===== config.mk =====
export PLATFORM = sky130hd
export DESIGN_NAME = ps2_multi_joypad
export DESIGN_NICKNAME = d
export VERILOG_FILES = /design/src/rtl/ps2_multi_joypad.sv
export SDC_FILE = /design/constraint.sdc
export NUM_CORES = 1
export LEC_CHECK = 0
export CAP_MARGIN = 20
export CORE_MARGIN = 2
export CORE_UTILIZATION = 40
export DETAILED_ROUTE_END_ITERATION = 12
export GPL_TIMING_DRIVEN = 0
export SYNTH_ARGS = -nofsm -noshare
export SYNTH_HDL_FRONTEND = slang
export SYNTH_SLANG_ARGS = --single-unit

===== constraint.sdc =====
create_clock -name i_clk -period 4.2 [get_ports i_clk]
set_input_delay 0.42 -clock i_clk [delete_from_list [all_inputs] [get_ports i_clk]]
set_output_delay 0.42 -clock i_clk [all_outputs]
set_load 0.01 [all_outputs]

===== src/rtl/ps2_multi_joypad.sv =====
// PS/2 keyboard to NES joypad mapper: keyboard init (FF/ED/00 with timeout, retry and FE resend)
// plus a host-writable key map. Optional PS2_EXT_KEYS_EN makes E0-prefixed codes distinct keys.
module ps2_multi_joypad #(
    parameter int NUM_PADS    = 2,
    parameter int TIMEOUT_CYC = 2500000,
    parameter int MAX_RETRY   = 3
) (
    input  logic                            i_clk,
    input  logic                            i_rstn,
    input  logic                            i_scan_val,
    input  logic [7:0]                      i_scancode,
    input  logic                            i_ready,
    output logic                            o_cmd_val,
    output logic [7:0]                      o_cmd,
    input  logic                            i_map_we,
    input  logic [$clog2(NUM_PADS*10)-1:0]  i_map_addr,
    input  logic [8:0]                      i_map_code,
    output logic [NUM_PADS*10-1:0]          o_jp_vector,
    output logic                            o_initdone,
    output logic                            o_init_err
);
    localparam int NUM_ENT = NUM_PADS * 10;
    localparam int TW      = $clog2(TIMEOUT_CYC + 1);
    localparam int RW      = $clog2(MAX_RETRY + 1) + 1;

    typedef enum logic [3:0] {
        S_SEND_FF, S_RDY_FF, S_ACK_FF, S_WAIT_AA,
        S_PRE_ED,  S_SEND_ED, S_RDY_ED, S_ACK_ED,
        S_PRE_00,  S_SEND_00, S_RDY_00, S_ACK_00,
        S_PRE_DN,  S_DONE,    S_FAIL
    } state_t;

    state_t              r_state, w_nxt;
    logic [TW-1:0]       r_tmo;
    logic [RW-1:0]       r_retry;
    logic                r_done, r_err, r_rel, r_ext;
    logic [8:0]          r_map [NUM_ENT];
    logic [NUM_ENT-1:0]  r_jp, w_match;
    logic                w_fa, w_aa, w_fe, w_wait_st, w_tmo_hit, w_retry_last, w_cand;

    function automatic logic [8:0] f_def(input int idx);
        case (idx)
            0:  f_def = 9'h01D;  1: f_def = 9'h01B;  2: f_def = 9'h01C;  3: f_def = 9'h023;
            4:  f_def = 9'h03B;  5: f_def = 9'h042;  6: f_def = 9'h03C;  7: f_def = 9'h043;
            8:  f_def = 9'h02A;  9: f_def = 9'h032;
            10: f_def = 9'h075; 11: f_def = 9'h072; 12: f_def = 9'h06B; 13: f_def = 9'h074;
            14: f_def = 9'h03A; 15: f_def = 9'h041; 16: f_def = 9'h04B; 17: f_def = 9'h04C;
            18: f_def = 9'h059; 19: f_def = 9'h05A;
            default: f_def = 9'h000;
        endcase
    endfunction

    assign w_fa = i_scan_val && (i_scancode == 8'hFA);
    assign w_aa = i_scan_val && (i_scancode == 8'hAA);
    assign w_fe = i_scan_val && (i_scancode == 8'hFE);
    assign w_wait_st = (r_state == S_ACK_FF) || (r_state == S_WAIT_AA) ||
                       (r_state == S_ACK_ED) || (r_state == S_ACK_00);
    assign w_retry_last = (r_retry >= RW'(MAX_RETRY - 1));

    always_comb begin
        w_nxt     = r_state;
        o_cmd_val = 1'b0;
        o_cmd     = 8'h00;
        w_tmo_hit = 1'b0;
        case (r_state)
            S_SEND_FF: if (i_ready) begin o_cmd_val = 1'b1; o_cmd = 8'hFF; w_nxt = S_RDY_FF; end
            S_RDY_FF:  if (i_ready) w_nxt = S_ACK_FF;
            S_ACK_FF:  if (w_fa) w_nxt = S_WAIT_AA; else if (w_fe) w_nxt = S_SEND_FF;
            S_WAIT_AA: if (w_aa) w_nxt = S_PRE_ED;
            S_PRE_ED:  if (i_ready) w_nxt = S_SEND_ED;
            S_SEND_ED: begin o_cmd_val = 1'b1; o_cmd = 8'hED; w_nxt = S_RDY_ED; end
            S_RDY_ED:  if (i_ready) w_nxt = S_ACK_ED;
            S_ACK_ED:  if (w_fa) w_nxt = S_PRE_00; else if (w_fe) w_nxt = S_PRE_ED;
            S_PRE_00:  if (i_ready) w_nxt = S_SEND_00;
            S_SEND_00: begin o_cmd_val = 1'b1; o_cmd = 8'h00; w_nxt = S_RDY_00; end
            S_RDY_00:  if (i_ready) w_nxt = S_ACK_00;
            S_ACK_00:  if (w_fa) w_nxt = S_PRE_DN; else if (w_fe) w_nxt = S_PRE_00;
            S_PRE_DN:  if (i_ready) w_nxt = S_DONE;
            S_DONE, S_FAIL: if (w_aa) w_nxt = S_PRE_ED;
            default:   w_nxt = S_SEND_FF;
        endcase
        // Timeout outranks any byte arriving on the same cycle.
        if (w_wait_st && (r_tmo == TW'(TIMEOUT_CYC - 1))) begin
            w_tmo_hit = 1'b1;
            w_nxt     = w_retry_last ? S_FAIL : S_SEND_FF;
        end
    end

    always_ff @(posedge i_clk or negedge i_rstn) begin
        if (!i_rstn) begin
            r_state <= S_SEND_FF;
            r_tmo   <= '0;
            r_retry <= '0;
            r_done  <= 1'b0;
            r_err   <= 1'b0;
        end else begin
            r_state <= w_nxt;
            if (w_nxt != r_state)
                r_tmo <= '0;
            else if (w_wait_st)
                r_tmo <= r_tmo + TW'(1);
            if (w_nxt == S_DONE && r_state != S_DONE) begin
                r_retry <= '0;
                r_err   <= 1'b0;
                r_done  <= 1'b1;
            end else if (w_tmo_hit && !w_retry_last) begin
                r_retry <= r_retry + RW'(1);
            end
            if (w_nxt == S_FAIL && r_state != S_FAIL)
                r_err <= 1'b1;
        end
    end

    // Protocol bytes and prefixes never take part in matching.
    assign w_cand = !(i_scancode inside {8'hFA, 8'hAA, 8'hEE, 8'hFE, 8'h00, 8'hF0, 8'hE0});

    // w_match is indexed by vector bit: entry k of a pad drives bit 9-k of that pad.
    for (genvar g = 0; g < NUM_ENT; g++) begin : g_ent
        localparam int BIT = (g / 10) * 10 + 9 - (g % 10);
        assign w_match[BIT] = w_cand && (r_map[g][7:0] == i_scancode) &&
                              (r_map[g][7:0] != 8'h00) && (r_map[g][8] == r_ext);
    end

    always_ff @(posedge i_clk or negedge i_rstn) begin
        if (!i_rstn) begin
            r_jp  <= '0;
            r_rel <= 1'b0;
            r_ext <= 1'b0;
            for (int i = 0; i < NUM_ENT; i++) r_map[i] <= f_def(i);
        end else begin
            if (i_map_we && (int'(i_map_addr) < NUM_ENT))
                r_map[i_map_addr] <= i_map_code;
            if (r_state == S_DONE && w_nxt != S_DONE) begin
                r_jp  <= '0;
                r_rel <= 1'b0;
                r_ext <= 1'b0;
            end else if (r_state == S_DONE && i_scan_val) begin
                case (i_scancode)
                    8'hF0: r_rel <= 1'b1;
`ifdef PS2_EXT_KEYS_EN
                    8'hE0: r_ext <= 1'b1;
`else
                    8'hE0: r_ext <= 1'b0;
`endif
                    default: begin
                        for (int b = 0; b < NUM_ENT; b++)
                            if (w_match[b]) r_jp[b] <= ~r_rel;
                        r_rel <= 1'b0;
                        r_ext <= 1'b0;
                    end
                endcase
            end
        end
    end

    assign o_jp_vector = r_jp;
    assign o_initdone  = r_done;
    assign o_init_err  = r_err;
endmodule

==> flow_summary.json, run 1 <==
{
  "num_vias": 8842,
  "synth_nets": 1118,
  "drcViolationCount": 0,
  "endpoint_kind": "output pin",
  "relSlewSlack": 0.1976,
  "maxCapViolCount": 0,
  "maxSlewViolCount": 0,
  "setup_viol": 0,
  "portBuffers": 41,
  "wirelength_mm": 33.82,
  "p_int_uw": 4789,
  "grt_pass1_vias": 8970,
  "finClkSkew_ns": 0.03153,
  "grt_first_pass_wirelength_mm": 52.39,
  "worstHoldStart": "i_map_code[7]",
  "critPathRequiredTime_ns": 3.78,
  "insertedDiodeCount": 0,
  "clock_latency_ns": 0.56,
  "drtAntennaViolNets": 0,
  "cts_buffers": 26,
  "yosys_most_used_dff": "dfrtp_1",
  "synth_compound_area_frac": 0.04477,
  "p_per_area_nw_per_um2": 467.7,
  "drt-initial-drc-count": 693,
  "finalCritPeriodShare": 0.8279,
  "cts_root_buffer": "clkbuf_16",
  "path_class": "flop to output pin",
  "syn_area_um2": 12380,
  "async_flop_share": 1.000,
  "grt_max_degree": 120,
  "switching_power_uw": 1894,
  "synth_cells": 1089,
  "ys_ff_latch": 232,
  "worst_hold_path.num_cells": 3,
  "rows": 64,
  "antenna_found_initial": 0,
  "synth_xor_area_frac": 0.1153,
  "ys_seq_area_frac": 0.4763,
  "status": "finished clean",
  "synthSimpleGateAreaFrac": 0.1482,
  "final_nets": 1194,
  "power_leakage_uw": 0.005600,
  "place_hpwl_mm": 21.99,
  "layout-drive-gt1-share": 0.2759,
  "stdcell_count": 1581,
  "start_kind": "flop",
  "yosysUniqueCellTypes": 64,
  "worst_pin_slew_ns": 1.204,
  "placed_cells": 1530,
  "p_clk_frac": 0.348,
  "core_area_um2": 30510,
  "tns_ns": 0,
  "syn2layout_area_growth_pct": 15.41,
  "irDropWorstVdd_mv": 0.3619,
  "post_cts_resized": 0,
  "post-route-min-period_ns": 3.477,
  "yosys_warnings": 0,
  "synth_edf_count": 0,
  "critPathMaxFanout": 10,
  "syn_avg_cell_area_um2": 11.37,
  "die_area_um2": 32370,
  "gr-total-overflow": 0,
  "post-cts-setup-buffers": 0,
  "io_pins": 58,
  "yosys-mux-area-fraction": 0.1823,
  "clk_pin_slew_ns": 0.06,
  "reg2reg_depth": 8,
  "synth_top_family_by_area": "multiplexers",
  "arrival_ns": 3.06,
  "dieHeight_um": 179.9,
  "rsz0062_at_grt": "false",
  "start_util": 0.4058,
  "grt_use_total": 0.2073,
  "finalHoldViolCount": 0,
  "switching_share": 0.2834,
  "cts_sinks": 232,
  "htree_num_levels": 1,
  "gp_congestion": 0.9029,
  "hold_path_class": "primary input to flop",
  "synth-adder-area-share": 0.002021,
  "r2r_start": "r_state[3]$_DFF_PN0_",
  "via_per_inst": 5.593,
  "first_pass_iters": 7,
  "cts_tree": "built",
  "clock.fmax_mhz": 287.6,
  "wire_per_inst_um": 21.39,
  "combPwrFrac": 0.198,
  "die_x_um": 179.9,
  "clk_path_buf_depth": 3,
  "crit_start": "r_state[0]$_DFF_PN0_",
  "seqPwrFrac": 0.453
}
## Yosys cell counts, types with 23 or more instances
library cell  count  area [um^2]
dfrtp_1         159         3979
nor2_1           66        247.7
dfstp_2          73         1918
a21oi_1          49        245.2
xnor2_1         150         1314
mux2_2          164         1847
clkbuf_1         51        191.4
nand4_1          51        319.1
nor4_1           46        287.8
nor3_1           28        140.1
mux2i_1          23        230.2
nand2_1          27        101.4
## critical path: stages (launching register included)
cell             delay, ns
dfrtp_1               0.41
clkbuf_1              0.25
clkbuf_1              0.29
nor2b_1               0.26
a21oi_1               0.10
nor3_1                0.47
buf_4                 0.20
clkdlybuf4s50_1       0.52
## final cells by class
cell class | count | area, um^2
Fill cell | 2780 | 16220
Multi-Input combinational cell | 768 | 6098
Sequential cell | 232 | 5897
Clock buffer | 40 | 773.2
Timing Repair Buffer | 48 | 524.3
Tap cell | 396 | 495.5
Buffer | 72 | 320.3
Clock inverter | 8 | 115.1
Inverter | 17 | 63.81
## layer usage
layer	share of wire	vias up	global-route usage	wire length (um)
met2	0.48	240	0.3493	16280
li1	-	4045	-	-
met4	0.021	0	0.05106	706
met5	0	-	0	0
met1	0.45	4508	0.2808	15130
met3	0.050	49	0.03079	1700
## cells in the final DEF, fill, tap and decap left out, types with 13 or more instances in the layout
master           instances
nor3_2                  20
xor2_1                  13
mux2_1                  16
dfstp_2                 73
dfrtp_1                159
xnor2_1                150
clkdlybuf4s50_1         40
clkbuf_16               26
nand4_1                 51
nand2_1                 27
nor4_1                  46
mux2_2                 164
clkbuf_1                58
nor3_1                  28
inv_1                   15
mux2i_1                 23
a21oi_1                 49
nor2_1                  66
## stage by stage
| step | hold slack, ns | total power [uW] | utilization | setup slack, ns | cell area [um^2] |
|---|---|---|---|---|---|
| 2_1_floorplan | 0.1244 | 4010 | - | 1.678 | 12380 |
| 3_3_place_gp | 0.4525 | 4338 | 0.4354 | -7.246 | 13290 |
| 3_5_place_dp | 0.4621 | 4382 | 0.4380 | 0.5228 | 13360 |
| 4_1_cts | 0.4381 | 6734 | 0.4674 | 0.7165 | 14260 |
| 5_1_grt | 0.4806 | 7012 | 0.4683 | 0.5595 | 14290 |
| 6_report | 0.4418 | 6683 | 0.4683 | 0.7229 | 14290 |
## state kept, by name, indices dropped and copies added, names as in the netlist
name / cells
r_retry: 3
o_initdone: 1
r_tmo: 22
o_init_err: 1
o_jp_vector: 20
r_state: 4
r_rel: 1
r_map: 180
## power by group through the flow
stage	sequential, uW	combinational, uW	clock, uW
after detailed placement	3060	1320	0
after floorplan	2970	1040	0
after global placement	3050	1290	0
final	3030	1320	2330
after global routing	3080	1460	2470
after CTS	3020	1330	2380
## cells by family (layout without fill, tap and decap cells)
group	count (synthesis)	in the layout
buffers and inverters	89	185
AO/OA/AOI/OAI	86	86
AND/OR/NAND/NOR	314	314
flip-flops	232	232
multiplexers	203	203
XOR/XNOR	163	163
adder cells (fa/ha/maj)	2	2
## final timing paths
path,end,slack [ns]
worst max-delay path,o_cmd[6],0.72
worst min-delay path,r_map[61]$_DFFE_PN0P_,0.44
worst max register to register,o_jp_vector[4]$_DFFE_PN0P_,1.02
worst min register to register,o_initdone$_DFFE_PN0P_,0.47
max in group asynchronous,r_map[53]$_DFFE_PN0P_,2.63
min in group asynchronous,r_tmo[15]$_DFFE_PN0P_,0.54
## what timing repair did
item / CTS / global route
hold endpoints to repair: 5 / 0
hold buffers: 1 / 0
endpoints found under the setup margin: 0 / 0
(Power assumes the default switching activity.)
==> run 2: changes to the inputs <==
clock period = 3.6 ns   (was 4.2 ns; I/O delays follow)
==> results of run 2 <==
The final DEF is identical to that of run 1. Status: finished clean.
Among the figures that moved: setup slack after placement 0.5228 ns -> -0.01720 ns; setup slack after layout 0.7229 ns -> 0.1829 ns; hold slack 0.4418 ns -> 0.3818 ns; register-to-register setup slack 1.02 ns -> 0.42 ns; total power 6683 uW -> 7796 uW; worst IR drop on VDD 0.3619 mV -> 0.4223 mV
==> run 3: changes to the inputs <==
ABC_AREA = 1   (was unset)
==> run 3 against run 2 <==
Effect of this change: synthesized cell count up 60%; worst hold slack better by 0.076 ns; via count up 37%; cell count up 42%; critical path type is now primary input to flop; largest power group unchanged.
==> flow_summary.json, run 3 <==
{
  "post-route-min-period_ns": 2.904,
  "dieHeight_um": 183.3,
  "tns_ns": 0,
  "combPwrFrac": 0.231,
  "critPathRequiredTime_ns": 4.08,
  "path_delay_family": "buffers and inverters",
  "regMostFlops": "r_map",
  "seqPwrFrac": 0.415,
  "rows": 65,
  "finalCritPeriodShare": 0.8066,
  "rsz0062_at_grt": "false",
  "crit_start": "i_scancode[3]",
  "grt_first_pass_wirelength_mm": 65.78,
  "async_flop_share": 1.000,
  "p_per_area_nw_per_um2": 539.3,
  "yosysMostFrequentCell": "nand2_1",
  "antenna_found_initial": 1,
  "portBuffers": 54,
  "critPathSlowestCell": "clkbuf_1",
  "syn_area_um2": 12860,
  "path_class": "primary input to flop",
  "hold_ws_ns": 0.4576,
  "r2r_start": "r_state[0]$_DFF_PN0_",
  "power_leakage_uw": 0.006583,
  "arrival_ns": 3.38,
  "grt_pass1_vias": 11350,
  "hold_path_class": "primary input to asynchronous set/reset pin",
  "gr-total-overflow": 0,
  "start_kind": "primary input",
  "layout-drive-gt1-share": 0.1189,
  "via_per_inst": 5.373,
  "grt_use_total": 0.2556,
  "switching_share": 0.3188,
  "critPathMaxFanout": 10,
  "yosys.area.top_type_share": 0.3093,
  "wire_per_inst_um": 18.77,
  "finalHoldViolCount": 0,
  "yosysTopAreaCell": "dfrtp_1",
  "final_cell_mix": "453 x nand2_1, 249 x nor2_1, 216 x o21ai_0",
  "ys_seq_area_frac": 0.4585,
  "syn_avg_cell_area_um2": 7.396,
  "start_util": 0.4066,
  "largest_reg_flops": 180,
  "clk_path_buf_depth": 3,
  "layout_commonest_cell": "nand2_1",
  "crit_top_cell": "nor2_1",
  "die_x_um": 183.3,
  "finClkSkew_ns": 0.01795,
  "drt-initial-drc-count": 1272,
  "ys_ff_latch": 232,
  "clock.fmax_mhz": 344.4,
  "p_clk_frac": 0.354,
  "irDropWorstVdd_mv": 0.3988,
  "cts_sinks": 232,
  "synthTopCellsByArea": "dfrtp_1 31%, dfstp_2 15%, nand2_1 13%, o21ai_0 8.4%, nor2_1 7.3%",
  "relSlewSlack": 0.2247,
  "setup_viol": 0,
  "worstReg2RegEnd": "o_jp_vector[18]$_DFFE_PN0P_",
  "grt_max_degree": 121,
  "synth_cells": 1739,
  "setup.worst_path.end": "o_jp_vector[10]$_DFFE_PN0P_",
  "cts_buffers": 29,
  "io_pins": 58,
  "synth_nets": 1768,
  "drtAntennaViolNets": 0,
  "place_hpwl_mm": 27.91,
  "insertedDiodeCount": 0,
  "stdcell_count": 2252,
  "status": "finished clean",
  "p_int_uw": 5478,
  "endpoint_kind": "flop",
  "post-cts-setup-buffers": 0,
  "yosys_most_used_dff": "dfrtp_1",
  "maxSlewViolCount": 0,
  "maxCapViolCount": 0,
  "cpPeakStageDelay_ns": 0.84,
  "placed_cells": 2197,
  "yosys_warnings": 0,
  "clk_pin_slew_ns": 0.06,
  "regToRegSetupSlack_ns": 1.25,
  "yosysUniqueCellTypes": 44,
  "core_area_um2": 31640,
  "num_vias": 12100,
  "worst-path-buf-inv": 3,
  "synth_edf_count": 0,
  "die_area_um2": 33610,
  "first_pass_iters": 6,
  "synth_common_cells": "453 x nand2_1, 249 x nor2_1, 216 x o21ai_0, 159 x dfrtp_1, 154 x inv_1",
  "reg2reg_depth": 11,
  "wirelength_mm": 42.28,
  "worst_pin_slew_ns": 1.163,
  "final_core_util": 0.4713,
  "switching_power_uw": 2563,
  "cts_tree": "built",
  "final_nets": 1856,
  "htree_num_levels": 1,
  "path_depth": 11,
  "worstPathCellList": "clkdlybuf4s50_1 > clkbuf_1 > clkbuf_1 > a21oi_1 > nand4_1 > nor2_1 > nand3_1 > nor2_1 > nor2_1 > nor2_1 > nor2_1",
  "syn2layout_area_growth_pct": 15.93,
  "cts_root_buffer": "clkbuf_16",
  "drcViolationCount": 0,
  "gp_congestion": 0.9113,
  "clock_latency_ns": 0.56
}
run 3: through the flow:
stage	setup slack, ns	total power (uW)	cell area, um^2
floorplan	1.800	4600	12860
global placement	-7.877	5164	13910
detailed placement	0.2118	5206	13970
CTS	0.7344	8072	14910
global route	0.5798	8500	14910
finish	0.6962	8041	14910
run 3: worst min-delay path by stage:
stage,startpoint,to,slack (ns),depth (start not counted)
6_report,i_rstn,o_jp_vector[5]$_DFFE_PN0P_,0.46,3
3_5_place_dp,o_initdone$_DFFE_PN0P_,o_initdone$_DFFE_PN0P_,0.46,1
3_3_place_gp,o_initdone$_DFFE_PN0P_,o_initdone$_DFFE_PN0P_,0.45,1
5_1_grt,r_map[129]$_DFFE_PN0P_,r_map[129]$_DFFE_PN0P_,0.50,2
2_1_floorplan,i_rstn,o_init_err$_DFFE_PN0P_,0.06,0
4_1_cts,r_map[10]$_DFFE_PN0P_,r_map[10]$_DFFE_PN0P_,0.49,2
run 3: logic make-up after synthesis:
group                      Yosys count  share of synthesized area
and+or+nand+nor                    921                     0.3080
buffers and inverters              255                    0.08307
AOI/OAI and AO/OA                  284                     0.1178
xor gates and xnor gates            44                    0.02996
DFF                                232                     0.4585
muxes                                1                  0.0007782
adders and majority gates            2                   0.001945
run 3: cell type report:
cell class / count / area (um^2)
tap: 402 / 503.0
timing repair buffer: 57 / 610.6
sequential: 232 / 5897
multi-input combinational: 1252 / 5897
clock inverter: 9 / 80.08
buffer: 91 / 450.4
clock buffer: 45 / 855.8
inverter: 164 / 618.1
fill: 3150 / 16720
run 3: worst reg2reg max path, cell delays in order (launching register included):
cell and delay, ns:
dfrtp_1 0.32, buf_4 0.16, inv_1 0.09, nor2_2 0.20
nand3_1 0.19, nor2_1 0.16, buf_2 0.36, nand3_1 0.37
nor2_1 0.19, nor2_1 0.06, nor2_1 0.09, nor2_1 0.05
run 3: power by group through the flow:
stage	combinational, uW	clock [uW]	sequential (uW)
6_report	1860	2850	3330
5_1_grt	2090	3020	3380
4_1_cts	1850	2900	3320
3_5_place_dp	1840	0	3360
3_3_place_gp	1800	0	3360
2_1_floorplan	1320	0	3280
run 3: per-layer routing:
metal	track usage	part of all wire	wire, um	vias up
li1	-	-	-	5755
met1	0.3704	0.45	19070	5754
met2	0.3794	0.42	17760	503
met3	0.05719	0.10	4222	89
met4	0.08096	0.029	1224	0
met5	0	0	0	-
run 3: repair_timing:
action	in CTS	in global routing
endpoints found under the hold margin	86	0
resized for setup	0	0
hold buffers	1	0
==> RTL change 1, RTL diff (config.mk and constraints of run 1) <==
Put one more register stage on the output `o_init_err`. The value now appears one clock later. The other outputs are not delayed to match.
--- a/src/rtl/ps2_multi_joypad.sv
+++ b/src/rtl/ps2_multi_joypad.sv
@@ -157,3 +157,5 @@
     assign o_initdone  = r_done;
-    assign o_init_err  = r_err;
+    always_ff @(posedge i_clk) begin
+        o_init_err <= r_err;
+    end
 endmodule
Behaviour: same outputs for any inputs over 10 cycles, from zero or initial values and one cycle with i_rstn low; that may be too few to reach the edited logic, so the function may still have changed.
==> RTL change 1 against run 1 <==
  * Synthesized area up 0.16%
  * Cell area is 0.22% higher
  * Power is 0.83% higher
  * Critical path depth did not move
  * Setup slack improved by 0.089 ns
  * Global-route usage is essentially flat
  * Synthesized cell count about the same
  * Non-clock buffer count decreased by 1
  * Combinational power hardly changed
  * Routed wire length about the same
  * Die area increased by 0.16%
  * Worst hold slack worse by 0.072 ns
  * Sequential cell count up 1
  * Critical path type unchanged
  * Critical endpoint is now o_cmd[2]
  * Largest cell class unchanged
==> RTL change 1: results (changes against run 1) <==
stage	metric	value	unit	change
route	DR vias/cell	5.58		was 5.59
power	static leakage	5.62	nW	was 5.60 nW
grt	first-pass GRT wire length	52400	µm	about the same
logic_synthesis	post-synthesis compound-gate area fraction	0.0447		was 0.0448
cells_and_area	Final #Nets	1196		was 1194
logic_synthesis	Unique masters post-synth	65		was 64
setup_path	R2R setup slack	0.93	ns	was 1.02 ns
cells_and_area	layout filler cell count	2881		was 2780
grt	All-Layer GR Usage	0.207		about the same
placed_design	estimated wirelength of the detail-placed design	21700	µm	was 22000 µm
logic_synthesis	adder-cell share of the synthesized area	0.00202		about the same
logic_synthesis	post-synthesis sequential area ratio	0.477		was 0.476
route	drt pass-1 iters	4		was 7
hold_path	hold endpoint	o_init_err$_DFF_P_		was r_map[61]$_DFFE_PN0P_
hold_path	Hold Path Stages	0		was 3
logic_synthesis	xor-xnor portion of the synthesized cell area	0.115		about the same
logic_synthesis	post-synthesis async set-or-reset flop share	0.996		was 1.00
logic_synthesis	Synth area leaders	dfrtp_1 32%, dfstp_2 15%, mux2_2 15%		unchanged
placed_design	RD Place Congestion	0.902		was 0.903
cells_and_area	share of post-route cells with drive strength above 1	0.276		about the same
timing	worst hold margin	0.369	ns	was 0.442 ns
clock_network	Inserted Clock Buffers	28		was 26
timing	clk_skew	0.0170	ns	was 0.0315 ns
grt	largest net degree at the start of global routing	121		was 120
clock_network	Root Driver	clkbuf_16		unchanged
power	Peak VDD IR	0.371	mV	was 0.362 mV
hold_path	Hold Crit Class	register to register		was input port to register
route	Detailed Route WL	33800	µm	about the same
grt	vias in the first global route	8931		was 8970
power	NetSw	1.90	mW	was 1.89 mW
placed_design	dpl ws	0.492	ns	was 0.523 ns
outcome	outcome	completed		unchanged
logic_synthesis	Synthesized Nets	1119		was 1118
setup_path	WP data arrival	2.97	ns	was 3.06 ns
grt	antenna violations before repair	0		unchanged
timing	relative slew slack	0.182		was 0.198
logic_synthesis	mux contribution to synthesized area	0.182		about the same
hold_path	min-delay src	r_err$_DFFE_PN0P_		was i_map_code[7]
route	Iter 0 DRT Violations	530		was 693
## RTL change 1: changes by cell type after synthesis, sizes merged
cell,run 1,this run
dfxtp,0,1
## RTL change 1: through the flow
step / TNS [ns] / cells / instance area (µm²)
2_1_floorplan: 0 / 1090 / 12400
3_3_place_gp: -1456.30 / 1527 / 13300
3_5_place_dp: 0 / 1529 / 13400
4_1_cts: 0 / 1582 / 14300
5_1_grt: 0 / 1585 / 14300
6_report: 0 / 1586 / 14300
## RTL change 1: power groups by stage
| stage | Sequential (mW) | Combinational [mW] | Clock (mW) |
|---|---|---|---|
| final | 3.03 | 1.32 | 2.39 |
| after global routing | 3.08 | 1.45 | 2.53 |
| after CTS | 3.02 | 1.33 | 2.44 |
| after detailed placement | 3.06 | 1.32 | 0 |
| after global placement | 3.05 | 1.29 | 0 |
| after floorplan | 2.98 | 1.04 | 0 |
## RTL change 1: cell families (layout without fill, tap and decap cells)
logic type,after synthesis,in the layout
flops,233,233
other cells,0,1
compound gates,86,86
buf+inv,89,188
fa+ha+maj,2,2
xor+xnor,163,163
mux,203,203
simple gates,314,314
## RTL change 1: worst max path at each step
stage / cells past startpoint / end / slack, ns
after floorplan: 8 / r_tmo[10]$_DFFE_PN0P_ / 1.68
after global placement: 1 / r_map[52]$_DFFE_PN0P_ / -7.27
after detailed placement: 8 / o_jp_vector[4]$_DFFE_PN0P_ / 0.49
after CTS: 7 / o_cmd[2] / 0.78
after global routing: 7 / o_cmd[2] / 0.60
final: 7 / o_cmd[2] / 0.81
## RTL change 1: layer usage
| layer | share of wire | vias to the layer above | track usage |
|---|---|---|---|
| met5 | 0 | - | 0 |
| met4 | 0.035 | 0 | 0.0758 |
| met3 | 0.044 | 84 | 0.0301 |
| met2 | 0.47 | 235 | 0.338 |
| met1 | 0.45 | 4467 | 0.282 |
| li1 | - | 4063 | - |
## RTL change 1: what timing repair did
action	in CTS	in global routing
resized for setup	0	0
endpoints found under the setup margin	0	0
hold endpoints to repair	35	0
hold buffers	1	0
## RTL change 1: area by class of cell
| type | instances | area [µm²] | area share |
|---|---|---|---|
| inverters | 17 | 63.8 | 0.00446 |
| well taps | 396 | 495 | 0.0346 |
| repair buffers | 47 | 505 | 0.0353 |
| multi-input cells | 768 | 6100 | 0.426 |
| clock buffers | 45 | 845 | 0.0590 |
| flip-flops and latches | 233 | 5920 | 0.413 |
| clock inverters | 7 | 71.3 | 0.00498 |
| diodes | 1 | 2.50 | 0.000175 |
| plain buffers | 72 | 320 | 0.0224 |
==> RTL change 2, RTL diff (config.mk and constraints of run 1) <==
Without the edit above. Build with the macro `PS2_EXT_KEYS_EN` defined.
--- a/src/rtl/ps2_multi_joypad.sv
+++ b/src/rtl/ps2_multi_joypad.sv
@@ -2,2 +2,4 @@
 // plus a host-writable key map. Optional PS2_EXT_KEYS_EN makes E0-prefixed codes distinct keys.
+`define PS2_EXT_KEYS_EN
+
 module ps2_multi_joypad #(
Function: same outputs for any inputs over 4 cycles, from zero or initial values and one cycle with i_rstn low; that may be too few to reach the edited logic, so the function may still have changed.
==> RTL change 2 against run 1 <==
  * Non-clock buffer count rose by 8
  * Sequential cell count rose by 1
  * Die area rose by 2.2%
  * Cell area rose by 2.9%
  * Power rose by 8.5%
  * Largest cell class unchanged
  * Worst hold slack got worse by 0.11 ns
  * Sequential power barely moved
  * Combinational power rose by 30%
  * Routed wire length rose by 1.4%
  * Synthesized area rose by 2.2%
  * First-iteration DRC count fell by 11%
  * Setup slack improved by 0.30 ns
  * Critical path depth fell by 1
==> RTL change 2: results (changes against run 1) <==
stage	metric	value	unit	change
placed_design	RD Place Congestion	0.838		was 0.903
grt	vias in the first global route	8765		was 8970
logic_synthesis	post-synthesis sequential area ratio	0.468		was 0.476
logic_synthesis	Unique masters post-synth	69		was 64
route	met1 WL	16100	µm	was 15100 µm
grt	antenna violations before repair	2		was 0
cells_and_area	# clk buffers	43		was 40
clock_network	Inserted Clock Buffers	27		was 26
power	static leakage	5.63	nW	was 5.60 nW
route	Iter 0 DRT Violations	618		was 693
cells_and_area	Signal buffers	128		was 120
grt	met1 Usage GRT	0.295		was 0.281
cells_and_area	multi-input gates	756		was 768
route	WL met2	16200	µm	was 16300 µm
route	routed wl met3	1330	µm	was 1700 µm
cells_and_area	signal buffers share of area	0.0631		was 0.0591
logic_synthesis	top cells by count, synth	180 x mux2_2, 160 x dfrtp_1, 159 x xnor2_1		was 164 x mux2_2, 159 x dfrtp_1, 150 x xnor2_1
cells_and_area	Seq/total area	0.403		was 0.413
cells_and_area	layout filler cell count	2937		was 2780
route	drt pass-1 iters	5		was 7
timing	clk_skew	0.0353	ns	was 0.0315 ns
route	Detailed Route WL	34300	µm	was 33800 µm
setup_path	RR Startpoint	r_state[2]$_DFF_PN0_		was r_state[3]$_DFF_PN0_
placed_design	dpl ws	0.576	ns	was 0.523 ns
grt	All-Layer GR Usage	0.210		was 0.207
cells_and_area	Final #Nets	1180		was 1194
cells_and_area	clk tree area frac	0.0647		was 0.0622
cells_and_area	share of post-route cells with drive strength above 1	0.329		was 0.276
cells_and_area	# diodes	2		was 0
hold_path	Hold Crit Class	input port to asynchronous set/reset pin		was input port to register
grt	GRT met3 Usage	0.0303		was 0.0308
grt	first-pass GRT wire length	53100	µm	was 52400 µm
grt	largest net degree at the start of global routing	108		was 120
route	DR vias/cell	5.52		was 5.59
logic_synthesis	flop and latch count out of synthesis	233		was 232
logic_synthesis	Synthesized Nets	1100		was 1118
outcome	outcome	completed		unchanged
placed_design	estimated wirelength of the detail-placed design	22700	µm	was 22000 µm
cells_and_area	Inverters excl. clock	4		was 17
==> RTL change 2: cell types whose count changed in the layout (fill, tap and decap cells not counted), moves of 16 or more <==
cell,delta
nor2_1,-21
a211oi_1,+20
a21oi_1,-19
nor4_1,-19
nor4b_2,+19
mux2_1,-16
mux2_2,+16
==> RTL change 2: logic make-up after synthesis <==
| kind of cell | synth area share |
|---|---|
| compound gates | 0.0442 |
| xor+xnor | 0.127 |
| fa+ha+maj | 0.00297 |
| buf+inv | 0.0285 |
| flops | 0.468 |
| mux | 0.178 |
| simple gates | 0.152 |
==> RTL change 2: metrics by stage <==
| step | cells | hold WS [ns] | setup TNS (ns) | util | instance area (µm²) |
|---|---|---|---|---|---|
| CTS | 1572 | 0.341 | 0 | 0.468 | 14700 |
| detailed placement | 1521 | 0.329 | 0 | 0.437 | 13700 |
| global placement | 1513 | 0.454 | -1479.56 | 0.432 | 13600 |
| floorplan | 1070 | 0.124 | 0 | - | 12700 |
| global route | 1573 | 0.373 | 0 | 0.468 | 14700 |
| finish | 1575 | 0.336 | 0 | 0.468 | 14700 |
==> RTL change 2: power by group <==
| part | total [mW] | switching [mW] | internal (mW) |
|---|---|---|---|
| clock network | 2.48 | 0.954 | 1.53 |
| registers | 3.04 | 0.324 | 2.72 |
| logic | 1.72 | 0.875 | 0.849 |
| total | 7.25 | 2.15 | 5.10 |
==> RTL change 2: path summary, 6_finish.rpt <==
path,endpoint,slack [ns],cells after the start
setup / recovery,o_cmd[5],1.02,6
hold / removal,r_map[124]$_DFFE_PN0P_,0.34,2
setup reg to reg,o_jp_vector[2]$_DFFE_PN0P_,1.52,9
hold reg to reg,o_initdone$_DFFE_PN0P_,0.47,1
max in group asynchronous,r_tmo[1]$_DFFE_PN0P_,2.97,3
min in group i_clk,r_rel$_DFFE_PN0P_,0.45,5
